===== src/rtl/spi_in_pkg.sv =====
// Shared types and helpers for the interlock-input SPI snapshot slave.
package spi_in_pkg;

    typedef enum logic [1:0] {
        MODE0 = 2'b00,
        MODE1 = 2'b01,
        MODE2 = 2'b10,
        MODE3 = 2'b11
    } spi_mode_t;

    typedef enum logic [1:0] {
        IDLE  = 2'd0,
        LOAD  = 2'd1,
        SHIFT = 2'd2,
        DONE  = 2'd3
    } state_t;

    function automatic int frame_len(input int n_in, input int hdr_w);
        return hdr_w + n_in + 1;
    endfunction

    // Mode number is simply {CPOL, CPHA}.
    function automatic spi_mode_t mode_of(input bit cpol, input bit cpha);
        return spi_mode_t'({cpol, cpha});
    endfunction

endpackage


===== src/rtl/sync_edge.sv =====
// N-stage synchroniser with registered rise/fall pulses, usable on a single pin or a bus.
module sync_edge #(
    parameter int              WIDTH     = 1,
    parameter int              STAGES    = 2,
    parameter logic [WIDTH-1:0] RESET_VAL = '0
) (
    input  logic             clk,
    input  logic             rst_n,
    input  logic [WIDTH-1:0] d,
    output logic [WIDTH-1:0] q,
    output logic [WIDTH-1:0] rise,
    output logic [WIDTH-1:0] fall
);

    logic [WIDTH-1:0] stage [STAGES];
    logic [WIDTH-1:0] q_d;

    // Edge pulses are registered so downstream logic sees a clean one-cycle strobe.
    always_ff @(posedge clk) begin
        if (!rst_n) begin
            for (int i = 0; i < STAGES; i++) stage[i] <= RESET_VAL;
            q_d  <= RESET_VAL;
            rise <= '0;
            fall <= '0;
        end else begin
            stage[0] <= d;
            for (int i = 1; i < STAGES; i++) stage[i] <= stage[i-1];
            q_d  <= stage[STAGES-1];
            rise <= stage[STAGES-1] & ~q_d;
            fall <= ~stage[STAGES-1] & q_d;
        end
    end

    assign q = stage[STAGES-1];

endmodule


===== src/rtl/spi_in_snapshot.sv =====
// SPI slave that snapshots the field inputs on chip-select and shifts out
// {sequence header, data_in[0..N_IN-1], even parity} MSB-first on miso.
module spi_in_snapshot
    import spi_in_pkg::*;
#(
    parameter int N_IN        = 75,
    parameter int HDR_W       = 8,
    parameter int SYNC_STAGES = 2,
    parameter bit CPOL        = 1'b0,
    parameter bit CPHA        = 1'b0
) (
    input  logic            pclk_50M,
    input  logic            rst_n,
    input  logic [N_IN-1:0] data_in,
    input  logic            spi_cs,
    input  logic            spi_clk,
    output logic            miso,
    output logic            miso_oe,
    output logic            busy,
    output logic            frame_done,
    output logic            frame_abort
);

    localparam int        L    = frame_len(N_IN, HDR_W);
    localparam int        CW   = $clog2(L + 1);
    localparam spi_mode_t MODE = mode_of(CPOL, CPHA);
    localparam bit LEAD_IS_FALL  = (MODE == MODE2) || (MODE == MODE3);
    localparam bit SHIFT_ON_LEAD = (MODE == MODE1) || (MODE == MODE3);

    logic            cs_rise, cs_fall, clk_rise, clk_fall;
    logic            cs_q_unused, clk_q_unused;
    logic [N_IN-1:0] data_sync, data_rise_unused, data_fall_unused;

    sync_edge #(.WIDTH(1), .STAGES(SYNC_STAGES), .RESET_VAL(1'b1)) u_cs_sync (
        .clk(pclk_50M), .rst_n(rst_n), .d(spi_cs),
        .q(cs_q_unused), .rise(cs_rise), .fall(cs_fall)
    );

    sync_edge #(.WIDTH(1), .STAGES(SYNC_STAGES), .RESET_VAL(CPOL)) u_clk_sync (
        .clk(pclk_50M), .rst_n(rst_n), .d(spi_clk),
        .q(clk_q_unused), .rise(clk_rise), .fall(clk_fall)
    );

    sync_edge #(.WIDTH(N_IN), .STAGES(SYNC_STAGES), .RESET_VAL({N_IN{1'b0}})) u_data_sync (
        .clk(pclk_50M), .rst_n(rst_n), .d(data_in),
        .q(data_sync), .rise(data_rise_unused), .fall(data_fall_unused)
    );

    logic lead_edge, trail_edge, shift_edge, count_edge, last_count;

    assign lead_edge  = LEAD_IS_FALL ? clk_fall : clk_rise;
    assign trail_edge = LEAD_IS_FALL ? clk_rise : clk_fall;
    assign shift_edge = SHIFT_ON_LEAD ? lead_edge : trail_edge;
    assign count_edge = SHIFT_ON_LEAD ? trail_edge : lead_edge;

    state_t           state;
    logic [L-1:0]     shreg;
    logic [CW-1:0]    bit_cnt;
    logic [HDR_W-1:0] seq;
    logic [N_IN-1:0]  data_rev;
    logic             parity;
    logic [L-1:0]     frame_word;

    // data_in[0] must leave right after the header, so it sits just below seq.
    always_comb begin
        data_rev = '0;
        for (int i = 0; i < N_IN; i++) data_rev[N_IN-1-i] = data_sync[i];
    end

    assign parity     = ^{seq, data_sync};
    assign frame_word = {seq, data_rev, parity};
    assign last_count = count_edge && (bit_cnt == CW'(L - 1));

    always_ff @(posedge pclk_50M) begin
        if (!rst_n) begin
            state       <= IDLE;
            shreg       <= '0;
            bit_cnt     <= '0;
            seq         <= '0;
            miso        <= 1'b0;
            frame_done  <= 1'b0;
            frame_abort <= 1'b0;
        end else begin
            frame_done  <= 1'b0;
            frame_abort <= 1'b0;
            case (state)
                IDLE: begin
                    miso <= 1'b0;
                    if (cs_fall) state <= LOAD;
                end
                LOAD: begin
                    // CPHA=0 presents bit 0 now, so the register already holds bit 1 onward.
                    shreg   <= SHIFT_ON_LEAD ? frame_word : (frame_word << 1);
                    miso    <= SHIFT_ON_LEAD ? 1'b0 : frame_word[L-1];
                    bit_cnt <= '0;
                    if (cs_rise) begin
                        frame_abort <= 1'b1;
                        miso        <= 1'b0;
                        state       <= IDLE;
                    end else begin
                        state <= SHIFT;
                    end
                end
                SHIFT: begin
                    if (last_count) begin
                        frame_done <= 1'b1;
                        seq        <= seq + 1'b1;
                        miso       <= 1'b0;
                        state      <= cs_rise ? IDLE : DONE;
                    end else if (cs_rise) begin
                        frame_abort <= 1'b1;
                        miso        <= 1'b0;
                        state       <= IDLE;
                    end else begin
                        if (count_edge) bit_cnt <= bit_cnt + 1'b1;
                        if (shift_edge) begin
                            miso  <= shreg[L-1];
                            shreg <= shreg << 1;
                        end
                    end
                end
                DONE: begin
                    miso <= 1'b0;
                    if (cs_rise) state <= IDLE;
                end
                default: state <= IDLE;
            endcase
        end
    end

    assign busy    = (state == LOAD) || (state == SHIFT);
    assign miso_oe = (state != IDLE);

endmodule


===== config.mk =====
export PLATFORM = sky130hd
export DESIGN_NAME = spi_in_snapshot
export DESIGN_NICKNAME = d
export VERILOG_FILES = /design/src/rtl/spi_in_pkg.sv /design/src/rtl/sync_edge.sv /design/src/rtl/spi_in_snapshot.sv
export SDC_FILE = /design/constraint.sdc
export NUM_CORES = 1
export LEC_CHECK = 0
export ABC_AREA = 1
export BUFFER_PORTS_ARGS = -buffer_cell sky130_fd_sc_hd__buf_4
export CAP_MARGIN = 20
export CORE_UTILIZATION = 54
export CTS_BUF_LIST = sky130_fd_sc_hd__clkbuf_16
export DETAILED_ROUTE_END_ITERATION = 10
export GPL_ROUTABILITY_DRIVEN = 0
export HOLD_SLACK_MARGIN = 0.02
export MAX_ROUTING_LAYER = met4
export PLACE_DENSITY = 0.74
export SYNTH_ARGS = -nofsm -noshare
export SYNTH_HDL_FRONTEND = slang
export SYNTH_SLANG_ARGS = --single-unit

===== constraint.sdc =====
create_clock -name pclk_50M -period 1.75 [get_ports pclk_50M]
set_input_delay 0.35 -clock pclk_50M [delete_from_list [all_inputs] [get_ports pclk_50M]]
set_output_delay 0.35 -clock pclk_50M [all_outputs]
set_load 0.01 [all_outputs]

==> impl_metrics.yaml, run 1 <==
setup_path:
  worstSetupPathType: "register to register"
  arrival_ns: 2.56
  startpoint: "bit_cnt[0]"
  crit_path_end_kind: "register"
  reg2reg_to: "seq[6]"
  start_kind: "register"
  rr_startpoint: "bit_cnt[0]"
  reg2reg_slack_ns: -0.35
  cp_max_fo: 2
  r2r_cells: 14
  cp.required_ns: 2.21
  crit_path_end: "seq[6]"
detailed_routing:
  detail_route.vias_per_cell: 4.68
  antenna_left: 0
  wl_per_cell_um: 11.3
  dr.first_iter.drc_count: 443
  first_pass_iters: 5
  wl_mm: 23.5
  num_vias: 9728
  drc: 0
cts:
  clk_pin_slew_ns: 0.07
  worst_skew_pair.late_latency_ns: 0.54
  ctsRootBufferMaster: "clkbuf_16"
  cts_tree: "yes"
  cts_buffers: 27
  cts_sinks: 263
  h-tree-depth: 1
  clk_path_buf_depth: 3
synth:
  syn_inst: 1600
  muxShareOfSynthArea_pct: 0.0884
  synth_nets: 1689
  ys_types: 32
  yosys.area_share.simple_pct: 21.3
  synth-compound-area-share_pct: 14.5
  synth_seq_area_share_pct: 46.5
  ys_warn_count: 0
  synth_adder_area_share_pct: 1.10
  syn_area_sq_um: 11300
  synth_top_family_by_area: "simple AND/OR/NAND/NOR gates"
  synth_xor_area_share_pct: 2.78
  ys_ff_latch: 263
  avgSynthCellArea_sq_um: 7.08
grt:
  grt_first_pass_wirelength_mm: 39.9
  grt-ovfl-total: 0
  grt_max_degree: 79
  grt_use_total_pct: 22.4
  antenna_found_initial: 0
  grt_pass1_vias: 9387
cells_and_area:
  antenna_cells: 0
  layout-drive-gt1-share_pct: 17.8
  nNetsFinal: 1877
  syn_to_final_growth_pct: 30.4
  final_area_sq_um: 14800
timing:
  fin_crit_ns: 2.10
  setup_violations: 96
  timing.final.crit_share_pct: 120
  slew_violations: 0
  fin_worst_skew_ns: 0.0176
  rsz0062_at_grt: "true"
  worst_slack_ns: -0.347
  fmax_mhz: 477
  tightest_slew_ns: 0.563
  final.setup.tns_ns: -19.42
  timing_hold_violations_final: 0
  relSlewSlack_pct: 62.0
power_and_ir_drop:
  leakage_nw: 7.51
  ir_drop_v: 0.000705
  power_density_nw_per_um2: 1050
run_status:
  violations: "negative setup slack"
  status: "finished, violations left"
floorplan:
  die_area_sq_um: 21600
  fp-row-count: 52
  initial_core_util_pct: 55.4
  io_pins: 84
  core-area_sq_um: 20400
  die_x_um: 147
  die_height_um: 147
worst_hold_path:
  hold_path_class: "primary input to register"
place:
  placed_area_sq_um: 12500
  io_buffers: 83
  dp.final_hpwl_mm: 13.6
flow_run:
  max_cap_viol_count: 0
-- cells in the final DEF (no fill, tap or decap), types with 2 or more instances in the layout --
cell type        n
xor2_1          17
ha_1             7
buf_6           13
o21ai_0         90
nand2_1        562
bufinv_16        7
nor2_1          17
nand3_1         23
nor2_2           2
inv_1          317
o21ai_2         23
nor3b_2          2
dfxtp_2          5
buf_4          113
inv_2            8
clkinvlp_4       2
clkinv_2         2
xnor2_1         19
nor3_4           3
clkinv_1         7
ha_4             2
nor3_2           2
a21oi_1         24
o21ai_4          3
or2_2            2
dfxtp_1        258
dlygate4sd3_1   76
a21oi_2         69
buf_8            9
buf_12          13
o21ai_1         62
nand3_2          4
clkbuf_16       28
nand2_2          2
-- synthesized netlist by cell type --
| cell type | n | share of area, % |
|---|---|---|
| nand3_1 | 27 | 1.2 |
| nor2_1 | 19 | 0.63 |
| o22ai_1 | 1 | 0.055 |
| nand2_1 | 565 | 19 |
| nor3_2 | 1 | 0.088 |
| inv_2 | 2 | 0.066 |
| o211a_1 | 1 | 0.088 |
| a31oi_4 | 1 | 0.19 |
| o21ai_1 | 70 | 3.1 |
| nor3b_1 | 3 | 0.20 |
| inv_1 | 320 | 11 |
| buf_4 | 8 | 0.53 |
| buf_1 | 1 | 0.033 |
| xnor2_1 | 19 | 1.5 |
| xor2_1 | 17 | 1.3 |
| dfxtp_1 | 263 | 46 |
| o21ai_0 | 108 | 4.8 |
| a21oi_1 | 32 | 1.4 |
| a21oi_2 | 61 | 4.7 |
| buf_6 | 8 | 0.80 |
| nand2_2 | 1 | 0.055 |
| nor3_1 | 5 | 0.22 |
| a31oi_1 | 1 | 0.055 |
| clkbuf_1 | 47 | 1.6 |
| o221ai_1 | 1 | 0.077 |
| or2_2 | 2 | 0.11 |
| mux2i_1 | 1 | 0.088 |
| nor2_2 | 1 | 0.055 |
| a2111oi_0 | 1 | 0.077 |
| nand4_1 | 1 | 0.055 |
| ha_1 | 10 | 1.1 |
| buf_2 | 2 | 0.088 |
-- critical path, cell delays in order (launching register included) --
cell and delay, ns:
dfxtp_2 0.35, ha_4 0.13, inv_2 0.04, nor3_4 0.10
nand3_2 0.12, nor2_4 0.14, inv_2 0.06, buf_4 0.12
buf_4 0.13, buf_12 0.12, nor3_4 0.21, nand3_2 0.15
nor2_2 0.14, o21ai_1 0.07, a21oi_1 0.11
-- cells by family after synthesis --
kind of cell | count (synthesis)
AND/OR/NAND/NOR | 625
buffers and inverters | 388
AO/OA/AOI/OAI | 277
flip-flops | 263
XOR/XNOR | 36
adder cells (fa/ha/maj) | 10
multiplexers | 1
-- per-layer routing --
metal  vias to the layer above  track usage, %  part of all wire, %
li1                       5170               -                    -
met1                      4353            26.1                   44
met2                       167            40.4                   51
met3                        38            3.04                  3.2
met4                         0            5.73                  2.1
met5                         -               -                    0
-- power by group --
part           total, mW  switching, mW  internal [mW]
logic               2.64           1.45           1.19
registers           6.71          0.219           6.49
clock network       6.17           2.35           3.83
-- metrics by stage --
step | util (%) | total power [mW] | hold WS (ns) | std cells | setup slack (ns)
2_1_floorplan | - | 8.41 | 0.390 | 1600 | -0.0185
3_3_place_gp | 61.1 | 8.90 | 0.394 | 1936 | -0.0712
3_5_place_dp | 61.1 | 8.99 | 0.396 | 1936 | -0.141
4_1_cts | 71.0 | 15.5 | 0.0238 | 2076 | -0.143
5_1_grt | 72.3 | 16.3 | 0.0258 | 2079 | -0.471
6_report | 72.3 | 15.5 | 0.0323 | 2079 | -0.347
-- registers in the layout, summed over array words and instances, names as in the netlist, 2 cells and up --
| name | count |
|---|---|
| state | 2 |
| u_cs_sync.stage | 2 |
| u_data_sync.stage | 150 |
| seq | 8 |
| u_clk_sync.stage | 2 |
| bit_cnt | 7 |
| shreg | 83 |
-- area by class of cell --
cell class              count  area, sq um
clock inverters            23          285
flip-flops and latches    263         5270
repair buffers            225         2180
multi-input cells         949         4810
inverters                 322         1210
clock buffers              27          676
fillers                  1540         5660
well taps                 270          338
-- how the worst min path moves through the flow --
stage                                     end  cells after the start                     start  slack, ns
floorplan                      u_cs_sync.fall                      1     u_cs_sync.stage[0][1]       0.39
global placement     u_data_sync.stage[0][95]                      2  u_data_sync.stage[0][20]       0.39
detailed placement  u_data_sync.stage[0][101]                      2  u_data_sync.stage[0][26]       0.40
CTS                  u_data_sync.stage[0][58]                      3               data_in[58]       0.02
global route         u_data_sync.stage[0][58]                      3               data_in[58]       0.03
finish               u_data_sync.stage[0][58]                      3               data_in[58]       0.03
-- timing repair --
action	in CTS	in global routing
resized for setup	49	76
hold buffers	76	0
endpoints found under the hold margin	76	0
pin swaps	2	14
setup buffers	11	9
cloned	3	1
setup endpoints to repair	91	102
Note: power is estimated with default switching activity, not from simulation.
==> run 2: changes to the inputs <==
--- a/config.mk
+++ b/config.mk
@@ -16,4 +16,5 @@
 export MAX_ROUTING_LAYER = met4
 export PLACE_DENSITY = 0.74
+export SKIP_CTS_REPAIR_TIMING = 1
 export SYNTH_ARGS = -nofsm -noshare
 export SYNTH_HDL_FRONTEND = slang
==> constraint.sdc (replaced) <==
create_clock -name pclk_50M -period 1.75 [get_ports pclk_50M]
set_input_delay 0.0875 -clock pclk_50M [delete_from_list [all_inputs] [get_ports pclk_50M]]
set_output_delay 0.0875 -clock pclk_50M [all_outputs]
set_load 0.01 [all_outputs]
==> impl_metrics.yaml, run 2 (synthesized netlist as in run 1, its figures left out) <==
timing:
  setup_violations: 84
  relSlewSlack_pct: 63.7
  rsz0062_at_grt: "true"
  fin_crit_ns: 1.97
  fin_worst_skew_ns: 0.0163
  timing.final.crit_share_pct: 113
  fmax_mhz: 507
  worst_slack_ns: -0.221
  tightest_slew_ns: 0.539
  timing_hold_violations_final: 0
  slew_violations: 0
  fin_hold_ws_ns: 0.274
  final.setup.tns_ns: -13.97
cells_and_area:
  antenna_cells: 0
  fillCellCount: 1573
  syn_to_final_growth_pct: 30.4
  layout-drive-gt1-share_pct: 16.8
  fin_cells: 2087
  nNetsFinal: 1886
  final_cell_mix: "nand2_1 (563), inv_1 (319), dfxtp_1 (261)"
  top_regs: "u_data_sync.stage x150, shreg x83, seq x8"
  top_register: "u_data_sync.stage"
  final_common_cell: "nand2_1"
  multiInputGateArea_sq_um: 4710
  largest_reg_flops: 150
  regArea_sq_um: 5270
  final_area_sq_um: 14800
setup_path:
  crit_chain: "ha_4 > inv_4 > nor3_4 > nand3_2 > nor2_4 > inv_2 > nand2_2 > inv_2 > a31oi_4 > buf_12 > buf_8 > buf_4 > o21ai_1 > a21oi_2"
  critical_path_cell_count: 14
  worstSetupPathType: "register to register"
  cp_common_cell: "inv_2"
  cp_slowest_cell: "dfxtp_2"
  crit_path_end_kind: "register"
  cp_max_fo: 8
  arrival_ns: 2.43
  start_kind: "register"
  r2r_cells: 14
  path_buf_inv: 6
  cp.required_ns: 2.21
  cp_top_family: "buffers and inverters"
  cpPeakStageDelay_ns: 0.35
detailed_routing:
  drc: 0
  detail_route.vias_per_cell: 4.71
  first_pass_iters: 5
  num_vias: 9820
  wl_per_cell_um: 11.3
  wl_mm: 23.6
  dr.first_iter.drc_count: 509
  antenna_left: 0
cts:
  cts_sinks: 263
  worst_skew_pair.late_latency_ns: 0.54
  clk_pin_slew_ns: 0.06
  h-tree-depth: 1
  clk_path_buf_depth: 3
  ctsRootBufferMaster: "clkbuf_16"
  cts_tree: "yes"
  cts_buffers: 27
place:
  post-place-cells: 1937
  io_buffers: 83
  placed_area_sq_um: 12500
  dp.final_hpwl_mm: 13.7
power_and_ir_drop:
  power_frac_seq_pct: 44.8
  p_switching_mw: 4.00
  p_total_mw: 15.0
  leakage_nw: 7.56
  clockPowerShare_pct: 36.1
  p_comb_share_pct: 19.2
  p_int_mw: 11.0
  power_density_nw_per_um2: 1020
  ir_drop_v: 0.000923
  switching_share_pct: 26.6
floorplan:
  initial_core_util_pct: 55.4
  io_pins: 84
  die_area_sq_um: 21600
  die_x_um: 147
  fp-row-count: 52
  core-area_sq_um: 20400
  die_height_um: 147
run_status:
  status: "finished, violations left"
  violations: "negative setup slack"
worst_hold_path:
  hold_path_class: "primary input to register"
  whs_path_depth: 4
grt:
  antenna_found_initial: 0
  grt_max_degree: 80
  grt-ovfl-total: 0
  grt_pass1_vias: 8636
  grt_first_pass_wirelength_mm: 35.7
  grt_use_total_pct: 19.8
flow_run:
  max_cap_viol_count: 0
run 2: cell types whose count changed in the layout (fill, tap and decap cells not counted), moves of 5 or more:
| cell | before | now |
|---|---|---|
| o21ai_2 | 23 | 17 |
| bufinv_16 | 7 | 2 |
| clkbuf_16 | 28 | 40 |
| clkinv_2 | 2 | 7 |
| o21ai_0 | 90 | 104 |
| o21ai_1 | 62 | 57 |
| a21oi_1 | 24 | 31 |
| a21oi_2 | 69 | 62 |
| buf_4 | 113 | 119 |
| buf_6 | 13 | 7 |
run 2: layer usage:
metal  GRT usage (%)  up-vias  routed length (um)  share of wire (%)
met4            5.47        0                 595                2.5
li1                -     5209                   -                  -
met1            23.9     4372               10500                 44
met2            34.2      187               11700                 49
met5               -        -                   0                  0
met3            3.01       52                 905                3.8
run 2: per-stage QoR:
stage	utilization, %	setup WS (ns)
final	72.3	-0.221
after global routing	72.3	-0.329
after CTS	65.2	-0.263
after detailed placement	61.0	-0.200
after global placement	61.0	-0.113
after floorplan	-	-0.0185
run 2: layout make-up:
cell class	instances	area share [%]
multi-input combinational	949	31.9
timing repair buffer	234	16.2
clock buffer	27	4.57
tap	270	2.29
clock inverter	22	1.13
sequential	263	35.7
inverter	322	8.22
run 2: tightest hold or removal path, cell delays in order:
cell and delay [ns]:
dlygate4sd3_1 0.52, buf_4 0.10, nand2_1 0.04, inv_1 0.04
run 2: final timing paths:
check,slack (ns),end,startpoint
worst max-delay path,-0.22,shreg[79],bit_cnt[1]
worst min-delay path,0.27,u_data_sync.stage[0][39],data_in[39]
worst max register to register,-0.22,shreg[79],bit_cnt[1]
worst min register to register,0.40,u_data_sync.stage[0][95],u_data_sync.stage[0][20]
run 2: power groups by stage:
stage	clock [mW]	sequential [mW]	combinational (mW)
final	5.41	6.72	2.88
after global routing	5.79	6.76	3.19
after CTS	5.51	6.71	2.18
after detailed placement	0	6.83	2.17
after global placement	0	6.82	2.09
after floorplan	0	6.79	1.62
